**config.mk**
```make
export PLATFORM = sky130hd
export DESIGN_NAME = snoop_bus_arbiter
export DESIGN_NICKNAME = d
export VERILOG_FILES = /design/src/rtl/snoop_bus_arbiter.sv
export SDC_FILE = /design/constraint.sdc
export NUM_CORES = 1
export LEC_CHECK = 0
export ABC_AREA = 1
export CAP_MARGIN = 0
export CORE_ASPECT_RATIO = 0.75
export CORE_MARGIN = 8
export CORE_UTILIZATION = 30
export CTS_CLUSTER_DIAMETER = 30
export CTS_CLUSTER_SIZE = 24
export DETAILED_ROUTE_END_ITERATION = 7
export HOLD_SLACK_MARGIN = 0.12
export REMOVE_ABC_BUFFERS = 1
export SETUP_SLACK_MARGIN = 0.02
export SYNTH_ARGS = -nofsm -noshare
export SYNTH_HDL_FRONTEND = slang
export SYNTH_SLANG_ARGS = --single-unit
export TNS_END_PERCENT = 100
```
**constraint.sdc**
```tcl
create_clock -name clk -period 1.25 [get_ports clk]
set_input_delay 0.375 -clock clk [delete_from_list [all_inputs] [get_ports clk]]
set_output_delay 0.375 -clock clk [all_outputs]
set_load 0.1 [all_outputs]
```
**src/rtl/snoop_bus_arbiter.sv**
```systemverilog
// Round-robin owner arbiter for the shared snooping bus: grant one cycle after a sampled request,
// forced revoke after TIMEOUT held cycles, one idle turnaround cycle after every ownership.
module snoop_bus_arbiter #(
  parameter int NUM_MASTERS = 4,
  parameter int ERRWIDTH    = 2,
  parameter int TIMEOUT     = 64
) (
  input  logic                            clk,
  input  logic                            reset,
  input  logic [NUM_MASTERS-1:0]          busRequest,
  input  logic [NUM_MASTERS-1:0]          releaseBus,
  output logic [NUM_MASTERS-1:0]          busAvailable,
  output logic [$clog2(NUM_MASTERS)-1:0]  grantId,
  output logic                            busBusy,
  output logic [NUM_MASTERS*ERRWIDTH-1:0] errFromBus
);

  localparam int IDW = $clog2(NUM_MASTERS);
  localparam int CW  = $clog2(TIMEOUT);
  localparam logic [ERRWIDTH-1:0] ERR_PROTO   = ERRWIDTH'(1);
  localparam logic [ERRWIDTH-1:0] ERR_TIMEOUT = ERRWIDTH'(2);

  typedef enum logic [1:0] {IDLE, OWNED, TURN} state_t;

  state_t                        state, state_n;
  logic [NUM_MASTERS-1:0]        avail_n;
  logic [IDW-1:0]                gid_n, ptr, ptr_n, ptr_adv, winner;
  logic                          busy_n;
  logic [CW-1:0]                 cnt, cnt_n;
  logic [NUM_MASTERS*ERRWIDTH-1:0] err_n;
  logic                          owner_rel, hold_expired, timeout_fire;

  // First requester at or after the round-robin pointer, wrapping.
  function automatic logic [IDW-1:0] pick(input logic [NUM_MASTERS-1:0] req,
                                          input logic [IDW-1:0] start);
    logic [IDW-1:0] w;
    logic [IDW-1:0] cand;
    w = start;
    for (int k = NUM_MASTERS - 1; k >= 0; k--) begin
      cand = IDW'((int'(start) + k) % NUM_MASTERS);
      if (req[cand]) w = cand;
    end
    return w;
  endfunction

  assign winner       = pick(busRequest, ptr);
  assign ptr_adv      = (grantId == IDW'(NUM_MASTERS - 1)) ? '0 : grantId + IDW'(1);
  assign owner_rel    = releaseBus[grantId];
  assign hold_expired = (cnt == CW'(TIMEOUT - 1));
  assign timeout_fire = (state == OWNED) && hold_expired && !owner_rel;

  // A release from anyone but the live owner is a protocol fault; the owner itself can only time out.
  for (genvar i = 0; i < NUM_MASTERS; i++) begin : g_err
    localparam logic [IDW-1:0] ID = IDW'(i);
    logic spur, tmo;
    assign spur = releaseBus[i] && !((state == OWNED) && (grantId == ID));
    assign tmo  = timeout_fire && (grantId == ID);
    assign err_n[i*ERRWIDTH +: ERRWIDTH] = tmo ? ERR_TIMEOUT : (spur ? ERR_PROTO : '0);
  end

  always_comb begin
    state_n = state;
    avail_n = busAvailable;
    gid_n   = grantId;
    busy_n  = busBusy;
    ptr_n   = ptr;
    cnt_n   = cnt;
    case (state)
      IDLE: begin
        if (|busRequest) begin
          state_n         = OWNED;
          avail_n         = '0;
          avail_n[winner] = 1'b1;
          gid_n           = winner;
          busy_n          = 1'b1;
          cnt_n           = '0;
        end
      end
      OWNED: begin
        cnt_n = cnt + CW'(1);
        if (owner_rel || hold_expired) begin
          state_n = TURN;
          avail_n = '0;
          busy_n  = 1'b0;
          ptr_n   = ptr_adv;
          cnt_n   = '0;
        end
      end
      TURN:    state_n = IDLE;
      default: state_n = IDLE;
    endcase
  end

  always_ff @(posedge clk or posedge reset) begin
    if (reset) begin
      state        <= IDLE;
      busAvailable <= '0;
      grantId      <= '0;
      busBusy      <= 1'b0;
      ptr          <= '0;
      cnt          <= '0;
      errFromBus   <= '0;
    end else begin
      state        <= state_n;
      busAvailable <= avail_n;
      grantId      <= gid_n;
      busBusy      <= busy_n;
      ptr          <= ptr_n;
      cnt          <= cnt_n;
      errFromBus   <= err_n;
    end
  end

endmodule

```
### Yosys cells after proc, flatten, opt, wreduce, memory -nomap -nowiden

Index checks and enable logic that the tools add are counted.

| storage, ports and cells | value |
|---|---|
| bits of input ports | 10 |
| register bits | 25 |
| word-level logic and storage cells | 93 |

| cells by class | value |
|---|---|
| add/sub/neg operators | 5 |
| magnitude comparators | 7 |
| equality and inequality tests | 7 |
| mux-type cells | 37 |
| reduce and logical (&&, ||, !) cells | 30 |

Operators by type and width:

| cell | count |
|---|---|
| $mux W2 | 11 |
| $lt A2 B3 Y1 const B | 6 |
| $logic_and A1 B1 Y1 | 15 |
| $mux W1 | 12 |
| $mux W6 | 2 |
| $pmux W6 S2 | 1 |
| $bmux W1 S2 | 5 |
| $mux W4 | 2 |
| $pmux W4 S2 | 1 |
| $reduce_and A2 Y1 | 4 |
| $add A6 B1 Y6 const B | 1 |
| $eq A6 B6 Y1 const B | 1 |
| $logic_not A1 Y1 | 5 |
| $add A2 B1 Y2 const B | 2 |
| $add A2 B2 Y2 const B | 2 |
| $eq A2 B1 Y1 const B | 2 |
| $eq A2 B2 Y1 const B | 2 |
| $logic_not A2 Y1 | 2 |
| $pmux W2 S2 | 1 |
| $reduce_or A4 Y1 | 1 |
| $reduce_and A3 Y1 | 1 |
| $demux W1 S2 | 1 |
| $ge A2 B1 Y1 const B | 1 |
| $ne A2 B1 Y1 const B | 1 |
| other kinds (4) | 4 |

### Longest topological paths before layout

Gate-level depths: netlist (run 1).

| depth | value |
|---|---|
| depth in word-level cells | 13 |
| mapped depth | 13 |
| mapped depth without buffers | 12 |

### Worst setup path after synthesis (run 1)

Ideal clock, no wire load.

| timing path | value |
|---|---|
| path type | reg2reg |
| start | register grantId[0] |
| end | register cnt[2] |
| library setup time | 0.083 ns |
| cell stages (with the launch flop) | 8 |
| arrival | 1.912 ns |
| setup slack | -0.744 ns |
| required time | 1.167 ns |
| cells stage by stage | dfrtp_1 > inv_1 > o21ai_1 > o22a_2 > nand2_1 > inv_1 > nand2_2 > o21ai_0 |

| on the way | value |
|---|---|
| cells in the longest elaborated chain, start to end | 5 |

Ends and longest elaborated chain:

| item | line | source |
|---|---|---|
| start: declaration | 13 | `output logic [$clog2(NUM_MASTERS)-1:0] grantId,` |
| start signal: assignment | 106 | `grantId <= gid_n;` |
| $bmux W1 S2 | 48 | `assign owner_rel = releaseBus[grantId];` |
| $mux W1 (not written as such) | 48 |  |
| $logic_or A1 B1 Y1 | 81 | `if (owner_rel \|\| hold_expired) begin` |
| $mux W6 | 81 |  |
| $pmux W6 S2 | 68 | `case (state)` |
| end signal: assignment | 109 | `cnt <= cnt_n;` |
| end: declaration | 29 | `logic [CW-1:0] cnt, cnt_n;` |

No other way between the ends. The select of a mux whose other input is x is not followed.
A chain may end at the register's enable or synchronous reset.

### Final worst setup path (run 1)

| timing path | value |
|---|---|
| start | register ptr[0] |
| end | register busAvailable[2] |

| on the way | value |
|---|---|
| cells in the longest elaborated chain, start to end | 13 |

Ends and longest elaborated chain:

| item | line | source |
|---|---|---|
| start: declaration | 27 | `logic [IDW-1:0] gid_n, ptr, ptr_n, ptr_adv, winner;` |
| start signal: assignment | 108 | `ptr <= ptr_n;` |
| $add A2 B2 Y2 | 40 | `cand = IDW'((int'(start) + k) % NUM_MASTERS);` |
| $bmux W1 S2 | 41 | `if (req[cand]) w = cand;` |
| $mux W1 (not written as such) | 41 |  |
| $mux W2 (3 in series) | 41 |  |
| $mux W2 * | 41 |  |
| $lt A2 B3 Y1 (not written as such) or $ge A2 B1 Y1 (tied branches) | 73 | `avail_n[winner] = 1'b1;` |
| $logic_and A1 B1 Y1 (not written as such) | 73 |  |
| $mux W1 (not written as such) | 73 |  |
| $demux W1 S2 * | 73 |  |
| $mux W4 * | 70 | `if (\|busRequest) begin` |
| $pmux W4 S2 * | 68 |  |
| end signal: assignment | 105 | `busAvailable <= avail_n;` |
| end: declaration | 12 | `output logic [NUM_MASTERS-1:0] busAvailable,` |

Mark *: on every way between the ends. The rest lies on a longest branch, timed or not. The select of a mux whose other input is x is not followed.

==> results of run 1 <==
[flip-flops by register name, indices dropped and copies added, names as in the netlist]
register,count
busBusy,1
cnt,6
state,2
ptr,2
busAvailable,4
errFromBus,8
grantId,2
[cells by family (layout without fill, tap and decap cells)]
family / after synthesis / in the layout
AO/OA/AOI/OAI: 19 / 19
XOR/XNOR: 4 / 4
AND/OR/NAND/NOR: 85 / 85
buffers and inverters: 36 / 99
flip-flops: 25 / 25
adder cells (fa/ha/maj): 5 / 5
[layout make-up]
class / count / area (um2)
clock buffer: 3 / 41.3
clock inverter: 1 / 7.51
fill: 377 / 2000
inverter: 34 / 145
multi-input combinational: 113 / 900
sequential: 25 / 629
tap: 57 / 71.3
timing repair buffer: 61 / 697
[power groups by stage]
stage | registers, mW | logic [mW] | clock network [mW]
finish | 1.27 | 4.41 | 0.482
global route | 1.30 | 4.74 | 0.527
detailed placement | 1.24 | 3.36 | 0
global placement | 1.24 | 3.35 | 0
CTS | 1.25 | 3.87 | 0.501
floorplan | 1.95 | 1.41 | 0
[synth_stat cells]
master    count  area share
nand2_1      38        0.10
inv_1        31       0.083
dfrtp_1      25        0.44
nand3_1      17       0.060
nand2_2      11       0.049
nor2_1        9       0.024
o21ai_0       9       0.032
ha_1          5       0.044
o21ai_1       4       0.014
nand2_4       3       0.024
o22ai_1       3       0.013
xor2_1        3       0.019
inv_2         2      0.0053
nand3_2       2       0.014
nand4_1       2      0.0089
a21oi_2       1      0.0062
a21oi_4       1       0.012
buf_6         1      0.0080
clkbuf_1      1      0.0027
inv_8         1      0.0080
nor2_2        1      0.0044
nor3_1        1      0.0035
nor3_2        1      0.0071
o22a_2        1      0.0071
xnor2_1       1      0.0062
[timing repair]
| item | 4_1_cts | 5_1_grt |
|---|---|---|
| resized for setup | 56 | 46 |
| buffers inserted | 6 | 7 |
| pin swaps | 11 | 12 |
| endpoints found under the setup margin | 35 | 40 |
[worst min-delay path by stage]
stage | from | to | cells after the start
after floorplan | reset | busAvailable[0] | 1
after global placement | busBusy | busBusy | 2
after detailed placement | busBusy | busBusy | 2
after CTS | reset | errFromBus[4] | 3
after global routing | reset | errFromBus[4] | 3
final | reset | errFromBus[2] | 3
[worst max-delay path: stages (launching register included)]
cell     delay, ns
dfrtp_2       0.50
inv_8         0.12
nand2_2       0.07
nand2_4       0.08
nand2_4       0.06
nand2_2       0.07
inv_2         0.04
nand2_2       0.07
nand2_2       0.05
nand2_2       0.08
nand2_4       0.06
o21ai_1       0.13
[per-stage QoR]
step | area (um2) | setup slack [ns] | std cells | setup TNS (ns) | utilization
3_5_place_dp | 2060 | -0.548 | 278 | -9.27 | 0.458
3_3_place_gp | 2060 | -0.525 | 278 | -9.25 | 0.458
2_1_floorplan | 1400 | -0.744 | 172 | -15.21 | -
4_1_cts | 2290 | -0.171 | 288 | -2.15 | 0.510
5_1_grt | 2490 | -0.274 | 294 | -3.33 | 0.554
6_report | 2490 | -0.171 | 294 | -1.75 | 0.554
[layer usage]
layer | vias to the layer above | track usage | wire, um
met1 | 571 | 0.122 | 1640
met5 | - | 0 | 0
li1 | 671 | - | -
met3 | 5 | 0.0266 | 193
met2 | 17 | 0.147 | 1660
met4 | 0 | 0.0259 | 27
==> results by group, run 1 <==
Logic synthesis
  – Synth Cell Area: ~1400 um2
  – Adder-cell share of the synthesized area: 0.0444
  – Yosys cell types: 25
  – Largest family of logic cells by synthesized area: simple AND/OR/NAND/NOR gates
  – Post-synthesis mux area share: 0
  – Syn. warnings: 0
  – Post-synthesis compound-gate area fraction: 0.0843
  – Post-synthesis cell count: 174
  – Post-synthesis simple-gate area fraction: 0.296
  – Avg Inst Size Synth: 8.10 um2
  – Synth Area in XOR/XNOR: 0.0248
  – Synthesis-stage register bit count: 25
  – Register area share after synthesis: 0.444

Drt
  – Routed length per instance: ~12 um
  – Total number of vias: 1,264
  – Drt via density: 4.30
  – Routed Wire Length: 3530 um
  – TritonRoute pass-1 iters: 4
  – Residual DRC count: 0
  – Iteration-0 DRC Markers: 40
  – Antenna Violating Nets Remaining: 0

Timing
  – Clock Skew: 0.00328 ns
  – Final setup violation count: 21
  – WHS: 0.429 ns
  – Final Worst Setup Slack: -0.171 ns
  – Tcrit/Tclk final: 1.14
  – Final slew viol count: 0
  – Worst Tran Pin Value: 0.233 ns
  – FMAX: 704 MHz
  – Unrepaired setup endpoints after global routing: true
  – Rel. slew slack: 0.845
  – Clock period minus worst slack: 1.42 ns
  – Final Hold Fails: 0

GRT
  – Initial antenna violation count: 0
  – GRT Total Usage: 0.0933
  – Total grt overflow: 0
  – Global-route wire length before repair: between 5000 and 6000 um
  – Vias in the first global route: between 1,000 and 1,500
  – Largest net degree at the start of global routing: 26

Worst setup path
  – Critical R2R Launch: ptr[0]
  – Critical path endpoint: busAvailable[2]
  – Nature of the critical path endpoint: register
  – Worst EP required: 1.45 ns
  – FF-to-FF path depth: 11
  – Crit path launch type: register
  – CP startpoint: ptr[0]
  – Critical Path AT: 1.62 ns
  – CP Class: register to register
  – R2r endpoint: busAvailable[2]
  – CP Max Fanout: 8
  – Register-to-register setup slack: -0.17 ns

Clock network
  – CTS Buf Count: 3
  – CTS Sinks: 25
  – Clk buf depth: 2
  – CTS tree: done
  – # hold bufs at CTS: 0
  – Worst-Skew Late Latency: approximately 0.27 ns
  – H-tree Lvls: 1
  – Clk Tree Root Cell: clkbuf_8
  – Clock-pin slew on the worst setup and hold paths: roughly 0.090 ns

Pwr
  – Worst VDD drop: 0.00188 V
  – Part of the power in registers: 0.206
  – PwrDens: 2470 nW/um2
  – Leak: roughly 1.2 nW
  – Clock power share: 0.078
  – Switch share: 0.507
  – Combinational fraction of design power: 0.716
  – Total power: around 6.2 mW
  – Internal power: 3.04 mW
  – NetSw: 3.12 mW

Placed design
  – PortBufs: 24
  – Gpl congestion: ~0.86
  – Final HPWL from detailed placement: 2420 um

Floorplanning
  – Rows: 21
  – Die width: 95.2 um
  – Initial Util: 0.314
  – Core Region: 4490 um2
  – Top-level I/O count: 25
  – Die area: 7170 um2
  – Die outline height: 75.4 um

Run status
  – Failing checks: negative setup slack
  – Run status: finished, violations left

Cells and area
  – Layout net count: 253
  – Antenna diode count: 0
  – Area Overhead vs Synth: 76.7%
  – Share of cells above drive strength 1: 0.561
  – Most common cell after layout, fill and taps aside: buf_4
  – Most frequent cells in the layout: buf_4 (29), inv_1 (23), dfrtp_1 (22)

Job
  – Max Cap Violations: 0

Worst hold path
  – Worst Hold Class: primary input to async pin
No activity file was read; power rests on OpenSTA's default activity.
==> inputs of run 2 (changes only) <==
- MAX_ROUTING_LAYER: unset -> met4
==> run 2 against run 1 <==
Sequential share of layout area did not move; die area did not move; wire length about the same; maximum frequency about the same; critical path type unchanged; non-clock buffer count is the same; flip-flop and latch count did not move; the flow still finishes with violations (negative setup slack); combinational power barely moved; register-to-register slack about the same.
==> results by group, run 2 (synthesized netlist as in run 1, its figures left out) <==
Run status
  – Run status: finished, violations left (unchanged)
  – Failing checks: negative setup slack (unchanged)

Timing
  – Worst Tran Pin Value: 0.233 ns (about the same)
  – Clock period minus worst slack: 1.42 ns (about the same)
  – Rel. slew slack: 0.845 (unchanged)
  – Clock Skew: 0.00330 ns (was 0.00328 ns)
  – Final slew viol count: 0 (unchanged)
  – WHS: 0.429 ns (about the same)
  – Final Hold Fails: 0 (unchanged)
  – TNS Setup: -1.75 ns (about the same)
  – Tcrit/Tclk final: 1.14 (about the same)
  – FMAX: 704 MHz (about the same)
  – Final Worst Setup Slack: -0.171 ns (about the same)
  – Final setup violation count: 21 (unchanged)
  – Unrepaired setup endpoints after global routing: true (unchanged)

Cells and area
  – Reg with most FFs: errFromBus (unchanged)
  – # fillers: 377 (unchanged)
  – Post-route cell area: 2490 um2 (unchanged)
  – Multi-input gate area: 900 um2 (unchanged)
  – Biggest regs: errFromBus (8), cnt (6), busAvailable (4) (unchanged)
  – Most common cell after layout, fill and taps aside: buf_4 (unchanged)
  – Max reg flops: 8 (unchanged)
  – Antenna diode count: 0 (unchanged)
  – Share of cells above drive strength 1: 0.561 (unchanged)
  – Layout net count: 253 (unchanged)
  – Register area: 629 um2 (unchanged)
  – Most frequent cells in the layout: buf_4 (29), inv_1 (23), dfrtp_1 (22) (unchanged)
  – Area Overhead vs Synth: 76.7% (unchanged)

Worst setup path
  – R2r endpoint: busAvailable[2] (unchanged)
  – Register-to-register setup slack: -0.17 ns (about the same)
  – CP Max Fanout: 8 (unchanged)
  – CP max-delay cell: dfrtp_2 (unchanged)
  – CP Class: register to register (unchanged)
  – Critical R2R Launch: ptr[0] (unchanged)
  – Nature of the critical path endpoint: register (unchanged)
  – CP bufs+invs: 2 (unchanged)
  – Worst EP required: 1.45 ns (about the same)
  – Most frequent CP cell: nand2_2 (unchanged)
  – Cell count along the critical path: 11 (unchanged)
  – Crit path launch type: register (unchanged)
  – Largest delay share family, worst path: simple AND/OR/NAND/NOR gates (unchanged)
  – Critical-path cell list: inv_8, nand2_2, nand2_4, nand2_4, nand2_2, inv_2, nand2_2, nand2_2, nand2_2, nand2_4, o21ai_1 (unchanged)
  – Worst path max stage delay: 0.50 ns (about the same)
  – Critical Path AT: 1.62 ns (about the same)
  – FF-to-FF path depth: 11 (unchanged)

Drt
  – Routed length per instance: 12.0 um (about the same)
  – Iteration-0 DRC Markers: 40 (unchanged)
  – Residual DRC count: 0 (unchanged)
  – Antenna Violating Nets Remaining: 0 (unchanged)
  – Routed Wire Length: 3530 um (about the same)
  – Total number of vias: 1,264 (unchanged)
  – TritonRoute pass-1 iters: 4 (unchanged)
  – Drt via density: 4.30 (unchanged)

Worst hold path
  – Worst Hold Class: primary input to async pin (unchanged)

Floorplanning
  – Die width: 95.2 um (unchanged)
  – Die outline height: 75.4 um (unchanged)
  – Initial Util: 0.314 (unchanged)
  – Top-level I/O count: 25 (unchanged)
  – Die area: 7170 um2 (unchanged)
  – Rows: 21 (unchanged)
  – Core Region: 4490 um2 (unchanged)

GRT
  – Initial antenna violation count: 0 (unchanged)
  – Largest net degree at the start of global routing: 26 (unchanged)
  – Vias in the first global route: 1,140 (was 1,139)
  – Total grt overflow: 0 (unchanged)
  – GRT Total Usage: 0.0960 (was 0.0933)
  – Global-route wire length before repair: 5240 um (was 5250 um)

Clock network
  – H-tree Lvls: 1 (unchanged)
  – CTS tree: done (unchanged)
  – CTS Sinks: 25 (unchanged)
  – Worst-Skew Late Latency: 0.27 ns (about the same)
  – Clk buf depth: 2 (unchanged)
  – Clock-pin slew on the worst setup and hold paths: 0.09 ns (about the same)
  – Clk Tree Root Cell: clkbuf_8 (unchanged)
  – CTS Buf Count: 3 (unchanged)

Pwr
  – Worst VDD drop: 0.00188 V (about the same)
  – PwrDens: 2470 nW/um2 (about the same)
  – Leak: 1.23 nW (unchanged)
  – Total power: 6.16 mW (about the same)

Placed design
  – Cell Area, Placed: 2060 um2 (unchanged)
  – Final HPWL from detailed placement: 2420 um (unchanged)
  – Gpl congestion: 0.873 (was 0.859)
  – Place WS: -0.548 ns (unchanged)
  – PortBufs: 24 (unchanged)

Job
  – Max Cap Violations: 0 (unchanged)
==> run 2: cell counts in the layout (fill, tap and decap cells not counted) <==
Identical to the previous run, type by type.
==> run 2: worst max-delay path by stage <==
| stage | from | end | slack, ns |
|---|---|---|---|
| finish | ptr[0] | busAvailable[2] | -0.17 |
| global route | ptr[0] | busAvailable[2] | -0.27 |
| CTS | ptr[0] | grantId[0] | -0.17 |
| detailed placement | busRequest[1] | busAvailable[3] | -0.55 |
| global placement | busRequest[1] | busAvailable[3] | -0.53 |
| floorplan | grantId[0] | cnt[2] | -0.74 |
==> run 2: worst min-delay path: stages <==
cell and delay (ns):
clkdlybuf4s50_1 0.40, inv_1 0.09, buf_12 0.18
==> run 2: area by class of cell <==
| type | instances | share of cell area |
|---|---|---|
| multi-input combinational | 113 | 0.361 |
| timing repair buffer | 61 | 0.280 |
| sequential | 25 | 0.253 |
| inverter | 34 | 0.0583 |
| tap | 57 | 0.0286 |
| clock buffer | 3 | 0.0166 |
| clock inverter | 1 | 0.00301 |
==> run 2: routing by layer <==
metal	vias to the layer above	track usage	part of all wire
li1	671	-	-
met4	0	0.0259	0.0079
met5	-	-	0
met3	5	0.0266	0.055
met2	17	0.147	0.47
met1	571	0.122	0.47
==> run 2: timing repair <==
item | in CTS | in global routing
endpoints found under the setup margin | 35 | 40
hold buffers | 0 | 0
resized for setup | 56 | 46
pin swaps | 11 | 12
setup buffers | 6 | 7
==> run 2: where the power goes <==
group	total, mW	switching (mW)	internal (mW)
logic	4.41	2.62	1.79
clock network	0.482	0.256	0.226
registers	1.27	0.244	1.02
==> run 2: per-stage QoR <==
step / util / instances
after global routing: 0.554 / 294
final: 0.554 / 294
after CTS: 0.510 / 288
after floorplan: - / 172
after detailed placement: 0.458 / 278
after global placement: 0.458 / 278
==> inputs of run 3 (changes only) <==
- CORE_MARGIN: 8 -> unset
==> run 3 against run 2 <==
The flow still finishes with violations (negative setup slack); die area down 31%; via count down 1.1%; clock skew up 0.011 ns; sequential power about the same; register-to-register slack worse by 0.02 ns; combinational power down 12%; critical path depth up 1; final area down 7.9%; flip-flop and latch count unchanged; clock-buffer cell count unchanged; global-route usage up 4.4 points; critical endpoint is now grantId[0].
==> results by group, run 3 (synthesized netlist as in run 1, its figures left out) <==
Timing
  – Final setup violation count: 27 (was 21)
  – Rel. slew slack: 0.802 (was 0.845)
  – Final Worst Setup Slack: -0.193 ns (was -0.171 ns)
  – FMAX: 693 MHz (was 704 MHz)
  – Unrepaired setup endpoints after global routing: true (unchanged)
  – WHS: 0.367 ns (was 0.429 ns)
  – Final Hold Fails: 0 (unchanged)
  – Final slew viol count: 0 (unchanged)
  – Clock Skew: 0.0139 ns (was 0.00330 ns)
  – Clock period minus worst slack: 1.44 ns (was 1.42 ns)
  – Tcrit/Tclk final: 1.15 (was 1.14)
  – Worst Tran Pin Value: 0.295 ns (was 0.233 ns)

Cells and area
  – Most frequent cells in the layout: nand2_1 (28), buf_4 (25), dfrtp_1 (24) (was buf_4 (29), inv_1 (23), dfrtp_1 (22))
  – Reg with most FFs: errFromBus (unchanged)
  – Post-route cell area: 2290 um2 (was 2490 um2)
  – Most common cell after layout, fill and taps aside: nand2_1 (was buf_4)
  – Max reg flops: 8 (unchanged)
  – Area Overhead vs Synth: 62.7% (was 76.7%)
  – Antenna diode count: 0 (unchanged)
  – Share of cells above drive strength 1: 0.430 (was 0.561)
  – Layout net count: 246 (was 253)
  – Biggest regs: errFromBus (8), cnt (6), busAvailable (4) (unchanged)

Placed design
  – Cell Area, Placed: 2030 um2 (was 2060 um2)
  – Final HPWL from detailed placement: 2250 um (was 2420 um)
  – PortBufs: 24 (unchanged)
  – Gpl congestion: 0.834 (was 0.873)
  – Place WS: -0.553 ns (was -0.548 ns)

Drt
  – Iteration-0 DRC Markers: 65 (was 40)
  – Routed length per instance: 10.3 um (was 12.0 um)
  – Drt via density: 4.36 (was 4.30)
  – Routed Wire Length: 2950 um (was 3530 um)
  – Total number of vias: 1,250 (was 1,264)
  – Antenna Violating Nets Remaining: 0 (unchanged)
  – TritonRoute pass-1 iters: 5 (was 4)
  – Residual DRC count: 0 (unchanged)

Worst setup path
  – CP max-delay cell: dfrtp_2 (unchanged)
  – Critical-path cell list: inv_8, nand2_2, nand2_4, nand2_1, nand2_1, nand2_1, nand2_2, nand2_2, nand2_2, nand2_4, nand2_1, o21ai_1 (was inv_8, nand2_2, nand2_4, nand2_4, nand2_2, inv_2, nand2_2, nand2_2, nand2_2, nand2_4, o21ai_1)
  – Critical Path AT: 1.62 ns (about the same)
  – Crit path launch type: register (unchanged)
  – CP Class: register to register (unchanged)
  – Worst EP required: 1.43 ns (was 1.45 ns)
  – Nature of the critical path endpoint: register (unchanged)
  – Worst path max stage delay: 0.51 ns (was 0.50 ns)
  – CP Max Fanout: 8 (unchanged)

Floorplanning
  – Die width: 81.2 um (was 95.2 um)
  – Initial Util: 0.314 (unchanged)
  – Top-level I/O count: 25 (unchanged)
  – Die area: 4980 um2 (was 7170 um2)
  – Rows: 21 (unchanged)
  – Die outline height: 61.4 um (was 75.4 um)
  – Core Region: 4490 um2 (unchanged)

GRT
  – Total grt overflow: 0 (unchanged)
  – Largest net degree at the start of global routing: 26 (unchanged)
  – Global-route wire length before repair: 5130 um (was 5240 um)
  – Initial antenna violation count: 0 (unchanged)
  – Vias in the first global route: 1,142 (was 1,140)
  – GRT Total Usage: 0.140 (was 0.0960)

Clock network
  – CTS Buf Count: 3 (unchanged)
  – H-tree Lvls: 1 (unchanged)
  – Clock-pin slew on the worst setup and hold paths: 0.10 ns (was 0.09 ns)
  – Clk Tree Root Cell: clkbuf_8 (unchanged)
  – CTS tree: done (unchanged)
  – CTS Sinks: 25 (unchanged)
  – Worst-Skew Late Latency: 0.28 ns (was 0.27 ns)
  – Clk buf depth: 2 (unchanged)
  – # hold bufs at CTS: 0 (unchanged)

Run status
  – Run status: finished, violations left (unchanged)
  – Failing checks: negative setup slack (unchanged)

Worst hold path
  – Worst Hold Class: primary input to register (was primary input to async pin)

Pwr
  – Leak: 1.18 nW (was 1.23 nW)
  – Worst VDD drop: 0.00152 V (was 0.00188 V)
  – PwrDens: 2450 nW/um2 (was 2470 nW/um2)

Job
  – Max Cap Violations: 0 (unchanged)
==> run 3: cell types whose count changed in the layout (fill, tap and decap cells not counted), sizes merged <==
cell           before  now
buf                52   45
clkdlybuf4s50       1    4
dlygate4sd2         8    4
dlymetal6s2s        0    1
==> run 3: metal layers <==
layer	global-route usage	wire (um)	vias up
li1	-	-	654
met1	0.189	1520	573
met2	0.220	1320	20
met3	0.0311	100	3
met4	0.0230	10	0
met5	-	0	-
==> run 3: cell type report <==
class | instances | area (um2)
fill | 415 | 2200
inverter | 34 | 138
tap | 57 | 71.3
timing repair buffer | 54 | 641
multi-input combinational | 113 | 769
sequential | 25 | 627
clock inverter | 1 | 7.51
clock buffer | 3 | 41.3
==> run 3: worst max-delay path: cells and delay by family (launching register included) <==
family          cells  cell delay, ns
simple gates       10            0.65
compound gates      1            0.05
buf+inv             1            0.13
flops               1            0.51
==> run 3: final timing paths <==
kind                       cells after the start       startpoint              end  slack [ns]
max                                           12           ptr[0]       grantId[0]       -0.19
min                                            3    releaseBus[3]    errFromBus[6]        0.37
max reg2reg                                   12           ptr[0]       grantId[0]       -0.19
min reg2reg                                    2  busAvailable[1]  busAvailable[1]        0.59
max in group asynchronous                      3            reset    errFromBus[0]        0.66
min in group asynchronous                      3            reset    errFromBus[2]        0.42
==> run 3: per-stage QoR <==
step | util | total power, mW | TNS, ns | instances
6_report | 0.511 | 5.63 | -2.32 | 287
5_1_grt | 0.511 | 6.06 | -4.17 | 287
4_1_cts | 0.488 | 5.40 | -2.23 | 286
3_5_place_dp | 0.453 | 4.57 | -9.24 | 275
3_3_place_gp | 0.453 | 4.55 | -9.22 | 275
2_1_floorplan | - | 3.35 | -15.21 | 172
==> run 3: repair_timing <==
| action | in CTS | in global routing |
|---|---|---|
| buffers inserted | 7 | 1 |
| resized for setup | 28 | 27 |
| pin swaps | 6 | 15 |
| setup endpoints to repair | 35 | 40 |
| endpoints found under the hold margin | 0 | 0 |
==> run 3: power by group <==
group	switching (mW)	internal [mW]
logic	2.32	1.56
clock network	0.271	0.226
registers	0.227	1.02
total	2.82	2.81
==> variant 1: new RTL, flow settings as in run 3 <==
Change the parameter `TIMEOUT` from 64 to 128.
--- a/src/rtl/snoop_bus_arbiter.sv
+++ b/src/rtl/snoop_bus_arbiter.sv
@@ -4,5 +4,5 @@
   parameter int NUM_MASTERS = 4,
   parameter int ERRWIDTH    = 2,
-  parameter int TIMEOUT     = 64
+  parameter int TIMEOUT     = 128
 ) (
   input  logic                            clk,
Formal check against the unedited RTL: no difference found for any inputs over 10 cycles, from zero or initial values and one cycle with reset high; that may be too few to reach the edited logic, so the function may still have changed.
==> variant 1 against run 3 <==
The flow still finishes with violations (setup timing). Design area is 5.9% higher. Count of clock-buffer cells in the layout unchanged. Sequential cell count increased by 1. Area after synthesis fell by 0.27%. Wire length up 20%. Critical path depth unchanged. Power grew 8.2%. Sequential share of layout area down 0.44 points. Setup slack worse by 0.028 ns.
==> variant 1: results (changes against run 3) <==
outcome=finished, violations left; violations in the final reports=setup timing; via/cell ratio=4.483 (+2.9%); Placer Congestion=0.8181 (-1.9%); Final setup violation count=25 (-7.4%); Unique masters post-synth=23 (-8.0%); Final WS setup=-0.2215 ns (-0.02819 ns); global-route wire length before repair=5865 µm (+14%); post-synthesis sequential area ratio=46.26% (+1.9 points); Fillers=386 (-7.0%); reg2reg end=busAvailable[0]; Initial DRC Count=51 (-22%); actual slew at the worst max-slew pin=0.2065 ns (-0.08890 ns); worst skew pair latency=0.26 ns (-0.02 ns); Worst Hold Class=primary input to async pin; H-tree levels=1 (unchanged); Max rail drop VDD=1384 µV (-8.9%); largest net degree at the start of global routing=27 (+3.8%); drt pass-1 iters=4 (-1); largest cells by area after synthesis=dfrtp_1, nand2_1, nand3_1, inv_1, ha_1; clock-pin slew on the worst setup and hold paths=0.08 ns (-0.02 ns); commonest cells in the netlist=nand2_1, dfrtp_1, inv_1, nand3_1, o21ai_0; nets=260 (+5.7%); Regs by FF count=errFromBus (8), cnt (7), busAvailable (4); Total GRT Usage=16.65% (+2.6 points)
-- variant 1: cells by family after synthesis --
kind of cell | count (synthesis) | share of synthesized area [%]
AO/OA/AOI/OAI | 17 | 7.207
XOR/XNOR | 2 | 1.246
buffers and inverters | 32 | 9.430
AND/OR/NAND/NOR | 99 | 31.41
flip-flops | 26 | 46.26
adder cells (fa/ha/maj) | 5 | 4.448
-- variant 1: worst max path at each step --
stage,end,cells past startpoint,slack [ns],startpoint
floorplan,busAvailable[0],10,-0.70,grantId[0]
global placement,busAvailable[3],10,-0.49,releaseBus[0]
detailed placement,busAvailable[0],10,-0.53,releaseBus[0]
CTS,ptr[0],9,-0.19,cnt[1]
global route,ptr[1],9,-0.34,cnt[1]
finish,busAvailable[0],12,-0.22,ptr[0]
-- variant 1: final cells by class --
type | count | share of cell area, %
clock buffer | 3 | 1.699
inverter | 31 | 5.304
multi-input combinational | 123 | 33.88
sequential | 26 | 26.88
tap | 57 | 2.935
timing repair buffer | 60 | 29.30
-- variant 1: power breakdown --
group	switching, mW	internal (mW)
registers	0.216	1.05
clock network	0.245	0.216
logic	2.59	1.78
total	3.05	3.04
-- variant 1: per-stage QoR --
step | power, mW | setup slack [ns] | instance area [µm²] | hold WS (ns) | instances
final | 6.085 | -0.2215 | 2430 | 0.4335 | 300
after global routing | 6.501 | -0.3387 | 2430 | 0.4725 | 300
after CTS | 5.729 | -0.1934 | 2297 | 0.4402 | 297
after detailed placement | 4.633 | -0.5303 | 2034 | 0.5251 | 283
after global placement | 4.602 | -0.4943 | 2034 | 0.5266 | 283
after floorplan | 3.307 | -0.7031 | 1395 | 0.4150 | 180
-- variant 1: routing by layer --
layer	track usage, %	up-vias	part of all wire (%)
met3	4.296	2	4.7
met2	25.45	27	46
met5	-	-	0
met4	3.061	0	0.54
li1	-	687	-
met1	22.52	629	48
-- variant 1: timing repair --
item	4_1_cts	5_1_grt
endpoints found under the setup margin	29	40
gates resized for setup	59	32
setup buffers	11	4
pin swaps	15	12
-- variant 1: critical path, cell delays in order, from the launching register on --
cell     delay [ns]
dfrtp_2        0.49
inv_6          0.12
nand2_2        0.05
nand2_2        0.10
nand2_2        0.06
nand2_2        0.08
inv_1          0.05
nand2_2        0.08
nand2_2        0.06
nand2_2        0.08
nand2_4        0.06
nand3_1        0.07
nand2_1        0.06
==> variant 2: new RTL, flow settings as in run 3 <==
Made on the original files. Remove the register `errFromBus`: a continuous assignment takes its place, so the output `errFromBus` follows one clock earlier.
--- a/src/rtl/snoop_bus_arbiter.sv
+++ b/src/rtl/snoop_bus_arbiter.sv
@@ -100,5 +100,4 @@
       ptr          <= '0;
       cnt          <= '0;
-      errFromBus   <= '0;
     end else begin
       state        <= state_n;
@@ -108,8 +107,9 @@
       ptr          <= ptr_n;
       cnt          <= cnt_n;
-      errFromBus   <= err_n;
     end
   end
 
+  assign errFromBus = err_n;
+
 endmodule
 
Check against the original RTL: not equivalent (Yosys sat finds a counterexample within 4 cycles, from zero or initial values and one cycle with reset high).
==> variant 2 against run 3 <==
The flow still finishes with violations (setup timing). Sequential share of layout area down 9.8 points. Area after synthesis down 14%. Setup slack worse by 0.52 ns. Global-route usage up 3.1 points. Design area up 6.5%. Power up 23%. Sequential cell count down 8. First-iteration DRC count down 45%. Wire length up 16%. Highest routed layer unchanged.
==> variant 2: results (changes against run 3) <==
outcome=finished, violations left; violations in the final reports=setup timing; max incr delay on CP=0.40 ns (-0.11 ns); drt pass-1 iters=4 (-1); Unique masters post-synth=24 (-4.0%); Regs by FF count=cnt (6), busAvailable (4); layout cells sized above 1=68.22% (+25 points); Final WS setup=-0.7182 ns (-0.5248 ns); clock-pin slew on the worst setup and hold paths=0.07 ns (-0.03 ns); Ys Warns=0 (unchanged); nets=252 (+2.4%); GR Overflow Total=0 (unchanged); DP Area=1829 µm² (-10%); number of global-route vias before repair=1212 (+6.1%); ANT cells=0 (unchanged); worst hold slack=0.4197 ns (+0.05294 ns); actual slew at the worst max-slew pin=0.2661 ns (-0.02931 ns); CP endpoint kind=primary output; CP max stage cell=dfrtp_1; worst skew pair latency=0.25 ns (-0.03 ns); Total GRT Usage=17.13% (+3.1 points); CP Max Fanout=4 (-4); largest net degree at the start of global routing=18 (-31%); root buffer cell=clkbuf_8; worst-case clock buffer depth=2 (unchanged); R2R Setup Slk=-0.29 ns (-0.10 ns); dpl ws=-0.8037 ns (-0.2511 ns); global-route wire length before repair=5506 µm (+7.3%); Setup crit start=cnt[0]; Placer Congestion=0.8144 (-2.4%); crit path DAT=1.59 ns (-0.03 ns); reg2reg end=cnt[1]; post-synthesis sequential area ratio=35.16% (-9.2 points); cells on worst reg2reg path=11 (-1); Routed WL=3416 µm (+16%); leakage=1.169 nW (-0.85%); commonest cells in the netlist=nand2_1, inv_1, dfrtp_1, nand3_1; TNS Setup=-8.862 ns (-6.541 ns); Fillers=311 (-25%); via/cell ratio=4.503 (+3.4%); Initial DRC Count=36 (-45%); sw frac=52.30% (+2.2 points); Final setup violation count=28 (+3.7%); Layout Skew=0.005042 ns (-0.008824 ns); Worst Hold Class=primary input to async pin; largest cells by area after synthesis=dfrtp_1, nand2_1, inv_1, nand3_1, ha_1; Worst Setup EP=errFromBus[7]; Max rail drop VDD=1998 µV (+32%); Post-DP HPWL=2163 µm (-3.7%)
## variant 2: changes by cell type in the layout (fill, tap and decap cells not counted), sizes merged, moves of 2 or more
cell           before  now
dlygate4sd2         4    8
nand2              52   60
buf                45   57
nand3              19   17
dfrtp              25   17
clkdlybuf4s50       4    1
inv                34   30
## variant 2: repair_timing
action / CTS / global route
setup endpoints to repair: 28 / 31
gates cloned: 0 / 0
pin swaps: 33 / 35
setup buffers: 11 / 10
gates resized for setup: 86 / 60
## variant 2: final cells by class
| class | instances | area [µm²] | share of cell area (%) |
|---|---|---|---|
| repair buffers | 66 | 758.2 | 31.01 |
| well taps | 52 | 65.06 | 2.661 |
| flip-flops and latches | 17 | 429.2 | 17.55 |
| clock buffers | 4 | 45.04 | 1.842 |
| multi-input cells | 118 | 1006 | 41.15 |
| inverters | 31 | 141.4 | 5.783 |
## variant 2: power groups by stage
stage,clock network [mW],registers (mW),logic (mW)
2_1_floorplan,0,1.52,1.75
3_3_place_gp,0,0.936,3.73
3_5_place_dp,0,0.935,3.75
4_1_cts,0.423,0.946,4.63
5_1_grt,0.451,1.03,5.96
6_report,0.419,1.01,5.52
## variant 2: kinds of logic (layout without fill, tap and decap cells)
logic type,count (synthesis),after routing,share of synthesized area (%)
compound gates,19,19,9.101
xor+xnor,3,3,2.172
fa+ha+maj,5,5,5.171
buf+inv,36,101,13.13
flops,17,17,35.16
simple gates,91,91,35.26
## variant 2: stage by stage
step | std cells | power, mW
finish | 288 | 6.946
global placement | 266 | 4.669
global route | 288 | 7.437
CTS | 281 | 6.002
floorplan | 166 | 3.272
detailed placement | 266 | 4.689
## variant 2: routing by layer
layer	GRT usage [%]	wire length [µm]	part of all wire, %
met1	23.92	1617	47
met2	26.28	1641	48
met3	3.004	126	3.7
met4	3.175	30	0.88
met5	-	0	0
